===== src/rtl/hazard_stall_unit.sv =====
// Pipeline hazard controller: data-memory freeze with timeout abort, branch flush,
// load-use bubble insertion and saturating stall/flush statistics.
module hazard_stall_unit #(
    parameter int REG_W       = 6,
    parameter int MEM_TIMEOUT = 16,
    parameter int CNT_W       = 16
) (
    input  logic             clk,
    input  logic             rst_n,
    input  logic [REG_W-1:0] Id_RegRs1,
    input  logic [REG_W-1:0] Id_RegRs2,
    input  logic             Id_useRs1,
    input  logic             Id_useRs2,
    input  logic             Ex_memRead,
    input  logic [REG_W-1:0] Ex_RegRd,
    input  logic             Ex_branchTaken,
    input  logic             Mem_memReq,
    input  logic             Mem_ready,
    input  logic             statsClr,
    output logic             pcWrite,
    output logic             ifidWrite,
    output logic             idexWrite,
    output logic             exmemWrite,
    output logic             ifidFlush,
    output logic             idexFlush,
    output logic             memErr,
    output logic [CNT_W-1:0] stallCycles,
    output logic [CNT_W-1:0] flushCount
);

    localparam int WC_W = $clog2(MEM_TIMEOUT + 1);
    localparam logic [WC_W-1:0] TIMEOUT_VAL = WC_W'(MEM_TIMEOUT);

    typedef enum logic {
        ST_RUN  = 1'b0,
        ST_WAIT = 1'b1
    } state_t;

    state_t          state;
    state_t          state_next;
    logic [WC_W-1:0] wait_cnt;
    logic [WC_W-1:0] wait_cnt_next;

    logic abort;
    logic freeze;
    logic load_use;
    logic branch_flush;
    logic lu_bubble;
    logic stall_inc;

    // The abort cycle releases the pipeline so the stuck access can retire as an error.
    assign abort        = (state == ST_WAIT) && (wait_cnt == TIMEOUT_VAL) && !Mem_ready;
    assign freeze       = Mem_memReq && !Mem_ready && !abort;
    assign load_use     = Ex_memRead && (Ex_RegRd != '0) &&
                          ((Id_useRs1 && (Ex_RegRd == Id_RegRs1)) ||
                           (Id_useRs2 && (Ex_RegRd == Id_RegRs2)));
    assign branch_flush = !freeze && Ex_branchTaken;
    assign lu_bubble    = !freeze && !Ex_branchTaken && load_use;
    assign stall_inc    = freeze || lu_bubble;

    always_ff @(posedge clk or negedge rst_n) begin
        if (!rst_n) begin
            state    <= ST_RUN;
            wait_cnt <= '0;
            memErr   <= 1'b0;
        end else begin
            state    <= state_next;
            wait_cnt <= wait_cnt_next;
            if (abort) begin
                memErr <= 1'b1;
            end
        end
    end

    always_comb begin
        state_next    = state;
        wait_cnt_next = wait_cnt;
        case (state)
            ST_RUN: begin
                if (freeze) begin
                    state_next    = ST_WAIT;
                    wait_cnt_next = WC_W'(1);
                end
            end
            ST_WAIT: begin
                if (abort || !freeze) begin
                    state_next    = ST_RUN;
                    wait_cnt_next = '0;
                end else begin
                    wait_cnt_next = wait_cnt + WC_W'(1);
                end
            end
            default: begin
                state_next    = ST_RUN;
                wait_cnt_next = '0;
            end
        endcase
    end

    // Priority: memory freeze, then taken-branch flush, then load-use bubble.
    always_comb begin
        pcWrite    = 1'b1;
        ifidWrite  = 1'b1;
        idexWrite  = 1'b1;
        exmemWrite = 1'b1;
        ifidFlush  = 1'b0;
        idexFlush  = 1'b0;
        if (freeze) begin
            pcWrite    = 1'b0;
            ifidWrite  = 1'b0;
            idexWrite  = 1'b0;
            exmemWrite = 1'b0;
        end else if (Ex_branchTaken) begin
            ifidFlush = 1'b1;
            idexFlush = 1'b1;
        end else if (load_use) begin
            pcWrite   = 1'b0;
            ifidWrite = 1'b0;
            idexFlush = 1'b1;
        end
    end

    always_ff @(posedge clk or negedge rst_n) begin
        if (!rst_n) begin
            stallCycles <= '0;
            flushCount  <= '0;
        end else if (statsClr) begin
            stallCycles <= '0;
            flushCount  <= '0;
        end else begin
            if (stall_inc && (stallCycles != '1)) begin
                stallCycles <= stallCycles + CNT_W'(1);
            end
            if (branch_flush && (flushCount != '1)) begin
                flushCount <= flushCount + CNT_W'(1);
            end
        end
    end

endmodule


===== config.mk =====
export PLATFORM = sky130hd
export DESIGN_NAME = hazard_stall_unit
export DESIGN_NICKNAME = d
export VERILOG_FILES = /design/src/rtl/hazard_stall_unit.sv
export SDC_FILE = /design/constraint.sdc
export NUM_CORES = 1
export LEC_CHECK = 0
export ABC_AREA = 0
export BUFFER_PORTS_ARGS = -buffer_cell sky130_fd_sc_hd__clkbuf_2
export CORE_MARGIN = 2
export CORE_UTILIZATION = 50
export DETAILED_ROUTE_END_ITERATION = 8
export PLACE_DENSITY_LB_ADDON = 0.08
export SYNTH_ARGS = -nofsm -noshare
export SYNTH_HDL_FRONTEND = slang
export SYNTH_SLANG_ARGS = --single-unit

===== constraint.sdc =====
create_clock -name clk -period 3.9 [get_ports clk]
set_input_delay 0.195 -clock clk [delete_from_list [all_inputs] [get_ports clk]]
set_output_delay 0.195 -clock clk [all_outputs]
set_load 0.005 [all_outputs]

==> impl_metrics.env <==
export IMPL_cts_root_buf="clkbuf_8"
export IMPL_pre_cts_ws_ns=1.29
export IMPL_core_um2=4350
export IMPL_clk_pin_slew_ns=0.08
export IMPL_combPwrFrac_pct=11.4
export IMPL_rsz0062_at_grt="no"
export IMPL_cap_violations=0
export IMPL_cts_tree="yes"
export IMPL_yosysWarnings=0
export IMPL_slew_headroom_pct=34.2
export IMPL_maxSlewViolCount=0
export IMPL_wl_per_cell_um=14.1
export IMPL_max_freq_mhz=384
export IMPL_pwr_share_clk_pct=34.7
export IMPL_fillers=406
export IMPL_totalWireLength_um=5060
export IMPL_num_io_pins=66
export IMPL_fp_dieH_um=71.1
export IMPL_synth_edf_count=0
export IMPL_synth_area_leaders="dfrtp_1 43%, xnor2_1 7.4%, nand3_1 4.2%"
export IMPL_synth_compound_area_share_pct=13.5
export IMPL_synth_simple_area_share_pct=24.5
export IMPL_grt_ovfl_total=0
export IMPL_cts_buffer_depth=2
export IMPL_grt_pass1_wl_um=8230
export IMPL_crit_path_start_kind="register"
export IMPL_timing_final_crit_period_ns=2.60
export IMPL_design_area_um2=2650
export IMPL_post_cts_resized=0
export IMPL_total_power_mw=0.776
export IMPL_crit_path_end_kind="register"
export IMPL_dpl_cell_area_um2=2570
export IMPL_switchingPower_mw=0.203
export IMPL_path_class="reg2reg"
export IMPL_switching_share_pct=26.2
export IMPL_ant_nets=0
export IMPL_die_area_um2=5060
export IMPL_antenna_found_initial=0
export IMPL_cts_max_level=2
export IMPL_setup_tns_ns=0
export IMPL_cts_hold_buffers=0
export IMPL_synth_top_area_cell="dfrtp_1"
export IMPL_outcome="finished, final reports clean"
export IMPL_muxShareOfSynthArea_pct=0.888
export IMPL_synth_area_um2=2250
export IMPL_synth_fa_ha_area_share_pct=2.22
export IMPL_synth_cell_types=36
export IMPL_dr_pass1_iters=4
export IMPL_ys_flop_type="dfrtp_1"
export IMPL_place_congestion=0.776
export IMPL_row_count=24
export IMPL_final_common_cell="clkbuf_2"
export IMPL_initial_utilization_pct=51.8
export IMPL_area_growth_pct=17.7
export IMPL_worstPathRequired_ns=4.05
export IMPL_finalCritPeriodShare_pct=66.7
export IMPL_synth_top_family_by_area="simple AND/OR/NAND/NOR gates"
export IMPL_hpwl_um=3630
export IMPL_drtIter0Drc=79
export IMPL_p_leak_nw=1.24
export IMPL_finClkSkew_ns=0.0118
export IMPL_track_usage_pct=20.6
export IMPL_ys_ff_latch=39
export IMPL_grt_pass1_vias=1807
export IMPL_final_setup_worst_slack_ns=1.30
export IMPL_irDropWorstVdd_uv=174
export IMPL_async_flop_share_pct=100
export IMPL_synth_xor_area_share_pct=10.5
export IMPL_setup_violations=0
export IMPL_hold_class="in2async"
export IMPL_hold_viol_final=0
export IMPL_io_buffers=65
export IMPL_syn_inst=243
export IMPL_vias=1976
export IMPL_drc=0
export IMPL_grt_start_max_net_pins=40
export IMPL_seq_area_frac_synth_pct=43.3
export IMPL_synth_fp_nets=274
export IMPL_nets=336
export IMPL_antennaDiodeCount=0
export IMPL_postCtsSetupBuffers=0
export IMPL_crit_fanout=11
export IMPL_yosys_area_top_type_share_pct=43.3
export IMPL_syn_avg_cell_area_um2=9.27
export IMPL_dp_cells=350
export IMPL_tightestPinTransition_ns=0.988
export IMPL_cts_sinks=39
export IMPL_die_w_um=71.1
export IMPL_crit_arrival_ns=2.75
export IMPL_pwr_share_seq_pct=54.0
export IMPL_cts_buffers=5
export IMPL_layout_common_cells="65 x clkbuf_2, 39 x dfrtp_1, 23 x nor2_1"
export IMPL_viasPerCell=5.52
export IMPL_clk_latency_ns=0.30
export IMPL_p_per_area_nw_per_um2=292
export IMPL_finalNonFillerCells=358
export IMPL_drive_above_1_share_pct=25.2
export IMPL_p_int_mw=0.573
[layer usage]
metal / share of wire [%] / wire (um) / GRT usage [%] / vias up
li1: - / - / - / 993
met1: 47 / 2360 / 26.9 / 921
met2: 47 / 2360 / 34.1 / 57
met3: 5.9 / 296 / 5.13 / 5
met4: 0.83 / 42 / 5.66 / 0
met5: 0 / 0 / 0 / -
[through the flow]
stage | utilization [%] | hold WS [ns]
2_1_floorplan | - | -0.101
3_3_place_gp | 59.1 | 0.418
3_5_place_dp | 59.1 | 0.408
4_1_cts | 60.9 | 0.0938
5_1_grt | 60.9 | 0.145
6_report | 60.9 | 0.0505
[final cells by class]
type,instances,area [um2],area share [%]
tap,52,65.1,2.45
sequential,39,976,36.8
inverter,11,41.3,1.56
timing repair buffer,65,325,12.3
clock inverter,1,5.00,0.189
multi-input combinational,183,1160,43.9
clock buffer,7,76.3,2.88
[cells in the mapped netlist (2+ instances only)]
cell type and number:
inv_1 11, nand2_1 14, xor2_1 8, ha_1 4
o21ai_1 8, o21ai_0 9, dfrtp_1 39, nor4_1 2
or4_1 3, a41o_1 2, o31ai_1 5, nand3_1 19
buf_4 3, and2_1 2, nor2_1 23, nand4_1 9
or3_1 12, mux2i_1 2, clkbuf_1 3, buf_6 3
a21oi_1 16, xnor2_1 19, nor3_1 8, and3_1 7
[worst max-delay path, cell delays in order, from the launching register on]
cell      delay [ns]
dfrtp_1         0.43
nand4_1         0.26
or4_1           0.59
o211ai_1        0.78
nor3_1          0.17
xnor2_1         0.18
nor2_1          0.05
[path summary, 6_finish.rpt]
| kind | start | end | slack, ns | cells after the start |
|---|---|---|---|---|
| worst max-delay path | flushCount[3] | flushCount[11] | 1.30 | 6 |
| worst max register to register | flushCount[3] | flushCount[11] | 1.30 | 6 |
| min in group clk | Mem_ready | memErr | 0.22 | 3 |
| worst min-delay path | rst_n | wait_cnt[2] | 0.05 | 1 |
| max in group asynchronous | rst_n | flushCount[3] | 3.23 | 1 |
| worst min register to register | wait_cnt[4] | wait_cnt[4] | 0.49 | 1 |
[state kept, by name, indices dropped and copies added (netlist names)]
signal / flops
wait_cnt: 5
memErr: 1
state: 1
stallCycles: 16
flushCount: 16
[cell families (layout without fill, tap and decap cells)]
kind of cell	count (synthesis)	after routing
mux	2	2
buf+inv	21	84
compound gates	46	46
xor+xnor	27	27
simple gates	104	104
fa+ha+maj	4	4
flops	39	39
[power groups by stage]
| stage | Sequential [mW] | Combinational [mW] | Clock [mW] |
|---|---|---|---|
| floorplan | 0.424 | 0.0543 | 0 |
| global placement | 0.426 | 0.0884 | 0 |
| detailed placement | 0.427 | 0.0896 | 0 |
| CTS | 0.419 | 0.0901 | 0.276 |
| global route | 0.419 | 0.0991 | 0.295 |
| finish | 0.418 | 0.0883 | 0.269 |
Note: power is estimated with default switching activity, not from simulation.
